===== src/rtl/pc_pkg.sv =====
// Shared types for the pico MIPS program counter.
// pc_op_e names the single operation performed each cycle. pc_decode
// priority-encodes the control inputs into that operation.
package pc_pkg;

  typedef enum logic [2:0] {
    PC_HOLD,
    PC_INC,
    PC_REL,
    PC_ABS,
    PC_CALL,
    PC_RET
  } pc_op_e;

  // Only one operation runs per cycle. Any lower-priority request raised in
  // the same cycle is dropped, not queued.
  function automatic pc_op_e pc_decode(input logic halt,
                                       input logic ret,
                                       input logic call,
                                       input logic abs_jump,
                                       input logic rel_branch);
    if (halt)       return PC_HOLD;
    if (ret)        return PC_RET;
    if (call)       return PC_CALL;
    if (abs_jump)   return PC_ABS;
    if (rel_branch) return PC_REL;
    return PC_INC;
  endfunction

endpackage


===== src/rtl/pc_stack_if.sv =====
// Control/status bundle between the decoder/branch logic (master) and the
// program counter (slave).
//   controls : halt, rel_branch, offset, abs_jump, call, ret, target
//   status   : addr, depth, overflow, underflow
interface pc_stack_if #(
  parameter int AddrSz     = 6,
  parameter int StackDepth = 4
) ();
  localparam int DepthW = $clog2(StackDepth + 1);

  logic              halt;
  logic              rel_branch;
  logic [AddrSz-1:0] offset;
  logic              abs_jump;
  logic              call;
  logic              ret;
  logic [AddrSz-1:0] target;
  logic [AddrSz-1:0] addr;
  logic [DepthW-1:0] depth;
  logic              overflow;
  logic              underflow;

  modport master (
    output halt, rel_branch, offset, abs_jump, call, ret, target,
    input  addr, depth, overflow, underflow
  );

  modport slave (
    input  halt, rel_branch, offset, abs_jump, call, ret, target,
    output addr, depth, overflow, underflow
  );
endinterface


===== src/rtl/pc_ras.sv =====
// Return-address stack: a LIFO of StackDepth registers.
// Ports: clk, reset (sync, active-high), push/push_data, pop,
//        top (most recent entry, 0 when empty), full, empty, depth.
// A push while full or a pop while empty is ignored. The caller raises
// any error flags.
module pc_ras #(
  parameter int AddrSz     = 6,
  parameter int StackDepth = 4,
  localparam int DepthW    = $clog2(StackDepth + 1)
) (
  input  logic              clk,
  input  logic              reset,
  input  logic              push,
  input  logic              pop,
  input  logic [AddrSz-1:0] push_data,
  output logic [AddrSz-1:0] top,
  output logic              full,
  output logic              empty,
  output logic [DepthW-1:0] depth
);

  logic [AddrSz-1:0] mem_q [StackDepth];
  logic [AddrSz-1:0] mem_d [StackDepth];
  logic [DepthW-1:0] depth_q, depth_d;

  assign full  = (depth_q == DepthW'(StackDepth));
  assign empty = (depth_q == '0);
  assign depth = depth_q;

  // Entry i holds the element pushed when depth was i. Matching depth
  // against every index avoids an out-of-range read at depth 0 and also
  // works when StackDepth is not a power of two.
  always_comb begin
    top = '0;
    for (int i = 0; i < StackDepth; i++) begin
      if (DepthW'(i + 1) == depth_q) top = mem_q[i];
    end
  end

  always_comb begin
    mem_d   = mem_q;
    depth_d = depth_q;
    if (push && !full) begin
      for (int i = 0; i < StackDepth; i++) begin
        if (DepthW'(i) == depth_q) mem_d[i] = push_data;
      end
      depth_d = depth_q + DepthW'(1);
    end else if (pop && !empty) begin
      depth_d = depth_q - DepthW'(1);
    end
  end

  always_ff @(posedge clk) begin
    if (reset) depth_q <= '0;
    else       depth_q <= depth_d;
  end

  // The stored entries need no reset. They are only read when depth says
  // they are valid.
  always_ff @(posedge clk) begin
    mem_q <= mem_d;
  end

endmodule


===== src/rtl/pc_stack.sv =====
// Program counter with step, relative branch, absolute jump, and
// call/return through a hardware return-address stack.
// Ports: clk, reset (sync, active-high), bus (pc_stack_if.slave). addr
// feeds instruction fetch directly. depth reports the number of valid
// stack entries. overflow and underflow are sticky until reset.
module pc_stack
  import pc_pkg::*;
#(
  parameter int AddrSz     = 6,
  parameter int StackDepth = 4,
  parameter int Step       = 1
) (
  input  logic clk,
  input  logic reset,
  pc_stack_if.slave bus
);
  localparam int DepthW = $clog2(StackDepth + 1);

  pc_op_e            op;
  logic [AddrSz-1:0] addr_q, addr_d;
  logic [AddrSz-1:0] inc_addr;
  logic [AddrSz-1:0] ras_top;
  logic              ras_full, ras_empty;
  logic [DepthW-1:0] ras_depth;
  logic              overflow_q, overflow_d;
  logic              underflow_q, underflow_d;

  assign op       = pc_decode(bus.halt, bus.ret, bus.call, bus.abs_jump, bus.rel_branch);
  assign inc_addr = addr_q + AddrSz'(Step);

  // All sums wrap modulo 2^AddrSz. offset is two's complement, so a plain
  // truncated add gives the correct signed branch.
  always_comb begin
    addr_d      = addr_q;
    overflow_d  = overflow_q;
    underflow_d = underflow_q;
    case (op)
      PC_HOLD: ;
      PC_INC:  addr_d = inc_addr;
      PC_REL:  addr_d = addr_q + bus.offset;
      PC_ABS:  addr_d = bus.target;
      PC_CALL: begin
        addr_d = bus.target;
        if (ras_full) overflow_d = 1'b1;
      end
      PC_RET: begin
        if (ras_empty) begin
          addr_d      = inc_addr;
          underflow_d = 1'b1;
        end else begin
          addr_d = ras_top;
        end
      end
      default: ;
    endcase
  end

  always_ff @(posedge clk) begin
    if (reset) begin
      addr_q      <= '0;
      overflow_q  <= 1'b0;
      underflow_q <= 1'b0;
    end else begin
      addr_q      <= addr_d;
      overflow_q  <= overflow_d;
      underflow_q <= underflow_d;
    end
  end

  pc_ras #(
    .AddrSz     (AddrSz),
    .StackDepth (StackDepth)
  ) u_ras (
    .clk       (clk),
    .reset     (reset),
    .push      (op == PC_CALL),
    .pop       (op == PC_RET),
    .push_data (inc_addr),
    .top       (ras_top),
    .full      (ras_full),
    .empty     (ras_empty),
    .depth     (ras_depth)
  );

  assign bus.addr      = addr_q;
  assign bus.depth     = ras_depth;
  assign bus.overflow  = overflow_q;
  assign bus.underflow = underflow_q;

endmodule


===== src/flat_wrapper.sv =====
// flat-port wrapper written by rule: the top's interface ports become plain ports
module pc_stack_flat import pc_pkg::*;
#(
  parameter int AddrSz     = 6,
  parameter int StackDepth = 4,
  parameter int Step       = 1
)
  (clk, reset, bus_halt, bus_rel_branch, bus_offset, bus_abs_jump, bus_call, bus_ret, bus_target, bus_addr, bus_depth, bus_overflow, bus_underflow);
  pc_stack_if #(.AddrSz(AddrSz), .StackDepth(StackDepth)) bus_i ();
  input  logic clk;
  input  logic reset;
  input wire logic [$bits(bus_i.halt)-1:0] bus_halt;
  input wire logic [$bits(bus_i.rel_branch)-1:0] bus_rel_branch;
  input wire logic [$bits(bus_i.offset)-1:0] bus_offset;
  input wire logic [$bits(bus_i.abs_jump)-1:0] bus_abs_jump;
  input wire logic [$bits(bus_i.call)-1:0] bus_call;
  input wire logic [$bits(bus_i.ret)-1:0] bus_ret;
  input wire logic [$bits(bus_i.target)-1:0] bus_target;
  output wire logic [$bits(bus_i.addr)-1:0] bus_addr;
  output wire logic [$bits(bus_i.depth)-1:0] bus_depth;
  output wire logic [$bits(bus_i.overflow)-1:0] bus_overflow;
  output wire logic [$bits(bus_i.underflow)-1:0] bus_underflow;
  assign bus_i.halt = bus_halt;
  assign bus_i.rel_branch = bus_rel_branch;
  assign bus_i.offset = bus_offset;
  assign bus_i.abs_jump = bus_abs_jump;
  assign bus_i.call = bus_call;
  assign bus_i.ret = bus_ret;
  assign bus_i.target = bus_target;
  assign bus_addr = bus_i.addr;
  assign bus_depth = bus_i.depth;
  assign bus_overflow = bus_i.overflow;
  assign bus_underflow = bus_i.underflow;
  pc_stack #(.AddrSz(AddrSz), .StackDepth(StackDepth), .Step(Step)) u_core (.clk(clk), .reset(reset), .bus(bus_i));
endmodule

===== config.mk =====
export PLATFORM = sky130hd
export DESIGN_NAME = pc_stack_flat
export DESIGN_NICKNAME = d
export VERILOG_FILES = /design/src/rtl/pc_pkg.sv /design/src/rtl/pc_stack_if.sv /design/src/rtl/pc_ras.sv /design/src/rtl/pc_stack.sv /design/src/flat_wrapper.sv
export SDC_FILE = /design/constraint.sdc
export NUM_CORES = 1
export LEC_CHECK = 0
export CAP_MARGIN = 10
export CORE_MARGIN = 2
export CORE_UTILIZATION = 34
export CTS_BUF_LIST = sky130_fd_sc_hd__clkbuf_2 sky130_fd_sc_hd__clkbuf_4 sky130_fd_sc_hd__clkbuf_8
export CTS_CLUSTER_DIAMETER = 30
export DETAILED_ROUTE_END_ITERATION = 10
export SETUP_SLACK_MARGIN = 0.5
export SKIP_CTS_REPAIR_TIMING = 1
export SYNTH_ARGS = -nofsm -noshare
export SYNTH_HDL_FRONTEND = slang
export SYNTH_SLANG_ARGS = --single-unit

===== constraint.sdc =====
create_clock -name clk -period 3.4 [get_ports clk]
set_input_delay 0.34 -clock clk [delete_from_list [all_inputs] [get_ports clk]]
set_output_delay 0.34 -clock clk [all_outputs]
set_load 0.02 [all_outputs]

==> flow_summary.yaml, run 1 <==
cts:
  path_clk_slew_ps: 80
  htree_levels: 2
  cts_sinks: 35
  cts_tree: "yes"
  clockBufferDepth: 2
  cts_buffers: 5
  clk_latency_ps: 300
  clockRootBuffer: "clkbuf_8"
synthesis:
  syn_inst: 182
  ys.warnings.count: 0
  synth_ff_type: "edfxtp_1"
  avgSynthCellArea_um2: 10.7
  ys_types: 43
  synth_async_sr_flop_share_pct: 0
  netlist_area_mm2: 0.00195
  ys_seq_area_share_pct: 48.3
  ys_ff_latch: 35
  syn_nets: 214
  synth_edf_count: 24
layout:
  area_delta_synth_final_pct: 24.0
  final_common_cell: "clkdlybuf4s50_1"
  drive_gt1_share_pct: 7.04
  antennaDiodeCount: 0
  layout_common_cells: "29 x clkdlybuf4s50_1, 24 x edfxtp_1, 17 x nor2_1"
  num-nets-final: 244
setup_path:
  r2r_slack_ps: 1330
  r2r_cells: 6
  crit_start: "u_core.u_ras.depth[2]"
  critPathMaxFanout: 10
  crit_arrival_ps: 2290
  crit_type: "flip-flop to flip-flop"
  crit_chain: "inv_1 > ha_1 > nor2_1 > a221oi_1 > o221a_1 > nor3_1"
  crit_family: "simple AND/OR/NAND/NOR gates"
  timing.rr.start: "u_core.u_ras.depth[2]"
  crit_path_end_kind: "flip-flop"
  slowest_delay_ps: 520
  r2r_end: "u_core.bus.addr[2]"
  critical_path_depth: 6
  crit_buf_inv: 1
  slowest_stage: "dfxtp_1"
  start_kind: "flip-flop"
  cp.required_ps: 3620
floorplanning:
  die_w_um: 79.7
  fp.dieH_um: 79.7
  start_util_pct: 35.4
  die_area_mm2: 0.00635
  ioPinCount: 30
  num_rows: 27
  core_area_mm2: 0.00551
timing:
  fin_crit_sh_pct: 60.8
  worst_slew_pin_slew_ps: 552
  tns_ps: 0
  setup_viol: 0
  fmax_mhz: 484
  max_slew_margin_pct: 63.1
  drv_slew: 0
  fin_skew_ps: 5.18
  finalHoldViolations: 0
  min_period_ps: 2070
  rsz0062_at_grt: "no"
  fin_ws_ps: 1330
route:
  wl_per_cell_um: 15.5
  finalWirelength_um: 4420
  postRouteAntennaNets: 0
  drc_errors: 0
  dr.pass1.iters: 5
  drtIter0Drc: 96
  vias: 1537
  via_per_inst: 5.39
run_status:
  status: "complete, no violations"
placement:
  preCtsSetupSlack_ps: 1010
  hpwl_um: 3430
  port_buffers: 29
  gp_congestion: 0.820
pwr:
  total_leakage_power_uw: 0.000849
  irDropWorstVdd_uv: 176
  power_density_mw_per_mm2: 479
min_path:
  hold_start: "u_core.bus.overflow"
  whs_path_depth: 2
  hold_end: "u_core.bus.overflow"
  holdCritPathClass: "flip-flop to flip-flop"
flow_run:
  max_cap_viol_count: 0
global_routing:
  grt_pass1_vias: 1502
  grt_max_degree: 17
  antenna_found_initial: 0
  grt_overflow: 0
  grt_pass1_wl_um: 7160
  grt_usage_pct: 15.3
==> worst max-delay path by stage <==
stage	to	slack, ps
global route	u_core.bus.addr[2]	1130
CTS	u_core.bus.addr[2]	1330
finish	u_core.bus.addr[2]	1330
floorplan	u_core.bus.addr[4]	1440
detailed placement	u_core.bus.addr[4]	1010
global placement	u_core.bus.addr[4]	1050
==> worst reg2reg max path, stage by stage, from the launching register on <==
cell	delay, ps
dfxtp_1	520
inv_1	130
ha_1	340
nor2_1	390
a221oi_1	160
o221a_1	290
nor3_1	150
==> per-stage QoR <==
stage	utilization [%]	instance area (um^2)	power [uW]	instances	hold WS [ps]
after floorplan	-	1950	682	182	481
after global placement	41.7	2300	779	277	482
after detailed placement	41.7	2300	778	277	465
after CTS	43.9	2410	1160	285	483
after global routing	43.9	2410	1210	285	558
final	43.9	2410	1160	285	484
==> sequential cells by signal, summed over array words and instances, names as in the netlist <==
| register | flops |
|---|---|
| u_core.u_ras.mem_q | 24 |
| u_core.bus.addr | 6 |
| u_core.bus.underflow | 1 |
| u_core.bus.overflow | 1 |
| u_core.u_ras.depth | 3 |
==> synthesized netlist by cell type, drive strengths merged (5+ instances only) <==
cell type	instances	share of area (%)
a221oi	6	3.0
nor2b	6	2.1
o21ai	6	1.5
nand2	8	1.5
xnor2	5	2.2
a21oi	12	3.1
dfxtp	11	11
ha	12	7.7
and2	7	2.2
nand3	11	3.1
inv	6	1.2
nor2	17	3.3
edfxtp	24	37
nor3	7	2.1
==> power breakdown <==
group          switching (uW)  total (uW)  internal [uW]
Sequential               23.0         502            479
Combinational             147         266            119
Clock                     167         389            222
==> kinds of logic after synthesis <==
family	Yosys count	share of synthesized area (%)
xor+xnor	9	4.05
flops	35	48.3
simple gates	63	17.0
fa+ha+maj	13	8.74
compound gates	48	18.3
mux	2	1.03
buf+inv	12	2.64
==> area by class of cell <==
cell class | count | area, um^2
inverter | 6 | 22.5
multi-input combinational | 135 | 955
fill | 507 | 3090
tap | 72 | 90.1
clock inverter | 3 | 47.5
sequential | 35 | 941
timing repair buffer | 29 | 290
clock buffer | 5 | 68.8
==> routing by layer <==
layer	share of wire, %	GRT usage (%)	wire [um]	vias to the layer above
met1	49	20.9	2180	737
li1	-	-	-	745
met5	0	0	0	-
met4	2.3	6.55	102	0
met2	43	22.4	1890	45
met3	5.7	4.52	253	10
Note: power is estimated with default switching activity, not from simulation.
==> inputs of run 2 (changes only) <==
==> constraint.sdc (replaced) <==
create_clock -name clk -period 2.14 [get_ports clk]
set_input_delay 0.214 -clock clk [delete_from_list [all_inputs] [get_ports clk]]
set_output_delay 0.214 -clock clk [all_outputs]
set_load 0.02 [all_outputs]
==> run 2 against run 1 <==
- sequential power is 61% higher
- wire length up 8.3%
- non-clock buffer count grew 12
- fmax up 16%
- largest cell class unchanged
- largest power group unchanged
- highest routed layer unchanged
==> flow_summary.yaml, run 2 (same netlist as run 1, synthesis figures left out) <==
route:
  via_per_inst: 5.26
  drtIter0Drc: 100
  drc_errors: 0
  vias: 1561
  postRouteAntennaNets: 0
  wl_per_cell_um: 16.1
  dr.pass1.iters: 4
  finalWirelength_um: 4790
pwr:
  power.total_uw: 1830
  power_density_mw_per_mm2: 684
  irDropWorstVdd_uv: 293
  total_leakage_power_uw: 0.000984
cts:
  cts_tree: "yes"
  path_clk_slew_ps: 80
  clk_latency_ps: 290
  clockRootBuffer: "clkbuf_8"
  clockBufferDepth: 2
  cts_buffers: 5
  htree_levels: 2
  cts_sinks: 35
floorplanning:
  start_util_pct: 35.4
  core_area_mm2: 0.00551
  fp.dieH_um: 79.7
  die_area_mm2: 0.00635
  num_rows: 27
  die_w_um: 79.7
  ioPinCount: 30
setup_path:
  start_kind: "flip-flop"
  crit_arrival_ps: 1980
  crit_type: "flip-flop to flip-flop"
  cp.required_ps: 2330
  crit_path_end_kind: "flip-flop"
  r2r_slack_ps: 350
  critPathMaxFanout: 5
global_routing:
  grt_pass1_vias: 1460
  grt_usage_pct: 15.1
  use_met2_pct: 22.8
  grt_max_degree: 14
  antenna_found_initial: 0
  met3_usage_pct: 3.17
  use_met1_pct: 20.6
  grt-busiest-layer: "met2"
  grt_pass1_wl_um: 7130
  grt_overflow: 0
timing:
  fmax_mhz: 560
  max_slew_margin_pct: 66.3
  finalHoldViolations: 0
  worst_slew_pin_slew_ps: 503
  tns_ps: 0
  rsz0062_at_grt: "yes"
  drv_slew: 0
  fin_skew_ps: 6.10
  whs_ps: 350
  fin_ws_ps: 353
  fin_crit_sh_pct: 83.5
  setup_viol: 0
  min_period_ps: 1790
run_status:
  status: "complete, no violations"
placement:
  gp_congestion: 0.782
  hpwl_um: 3470
  port_buffers: 29
  preCtsSetupSlack_ps: 22.7
layout:
  layout_common_cells: "24 x clkdlybuf4s50_1, 24 x edfxtp_1, 13 x nor2_1"
  drive_gt1_share_pct: 24.4
  regMostFlops: "u_core.u_ras.mem_q"
  nFillCells: 515
  antennaDiodeCount: 0
  final_util_pct: 48.6
  area_delta_synth_final_pct: 37.4
  num-nets-final: 256
  largest_reg_flops: 24
flow_run:
  max_cap_viol_count: 0
min_path:
  holdCritPathClass: "input pin to flip-flop"
run 2: cell types whose count changed in the layout (fill, tap and decap cells not counted), sizes merged:
cell and change:
bufinv -1, clkinv +1, clkdlybuf4s50 -5, dlymetal6s2s +5
clkinvlp +1, buf +12, inv -1
run 2: worst max-delay path, cell delays in order, from the launching register on:
cell and delay [ps]:
dfxtp_4 370, ha_4 160, fa_2 350, a21o_1 180, a21oi_2 120, xor2_1 160, nor2_1 60, o31a_1 290
run 2: report_power, final:
group	internal (uW)	leakage [uW]	switching [uW]
Combinational	260	0.000629	272
Sequential	764	0.000313	45.7
Clock	227	0.0000418	261
run 2: final timing paths:
path,startpoint,end,cells past startpoint
worst min register to register,u_core.bus.overflow,u_core.bus.overflow,2
worst max register to register,u_core.bus.addr[0],u_core.bus.addr[4],7
worst max-delay path,u_core.bus.addr[0],u_core.bus.addr[4],7
worst min-delay path,bus_call,u_core.bus.overflow,3
run 2: cell type report:
type                    count  area, um^2  share of cell area, %
clock buffers               5        68.8                   2.57
clock inverters             3        20.0                  0.748
inverters                   6        25.0                  0.935
multi-input cells         135        1120                   41.9
flip-flops and latches     35         958                   35.8
well taps                  72        90.1                   3.37
repair buffers             41         393                   14.7
run 2: stage by stage:
| step | cells | instance area, um^2 |
|---|---|---|
| global placement | 283 | 2400 |
| detailed placement | 283 | 2400 |
| global route | 297 | 2680 |
| finish | 297 | 2680 |
| floorplan | 182 | 2020 |
| CTS | 291 | 2490 |
run 2: routing by layer:
| layer | part of all wire [%] | routed length (um) |
|---|---|---|
| met4 | 1.9 | 92 |
| met3 | 4.3 | 206 |
| met2 | 45 | 2160 |
| met1 | 49 | 2330 |
| met5 | 0 | 0 |
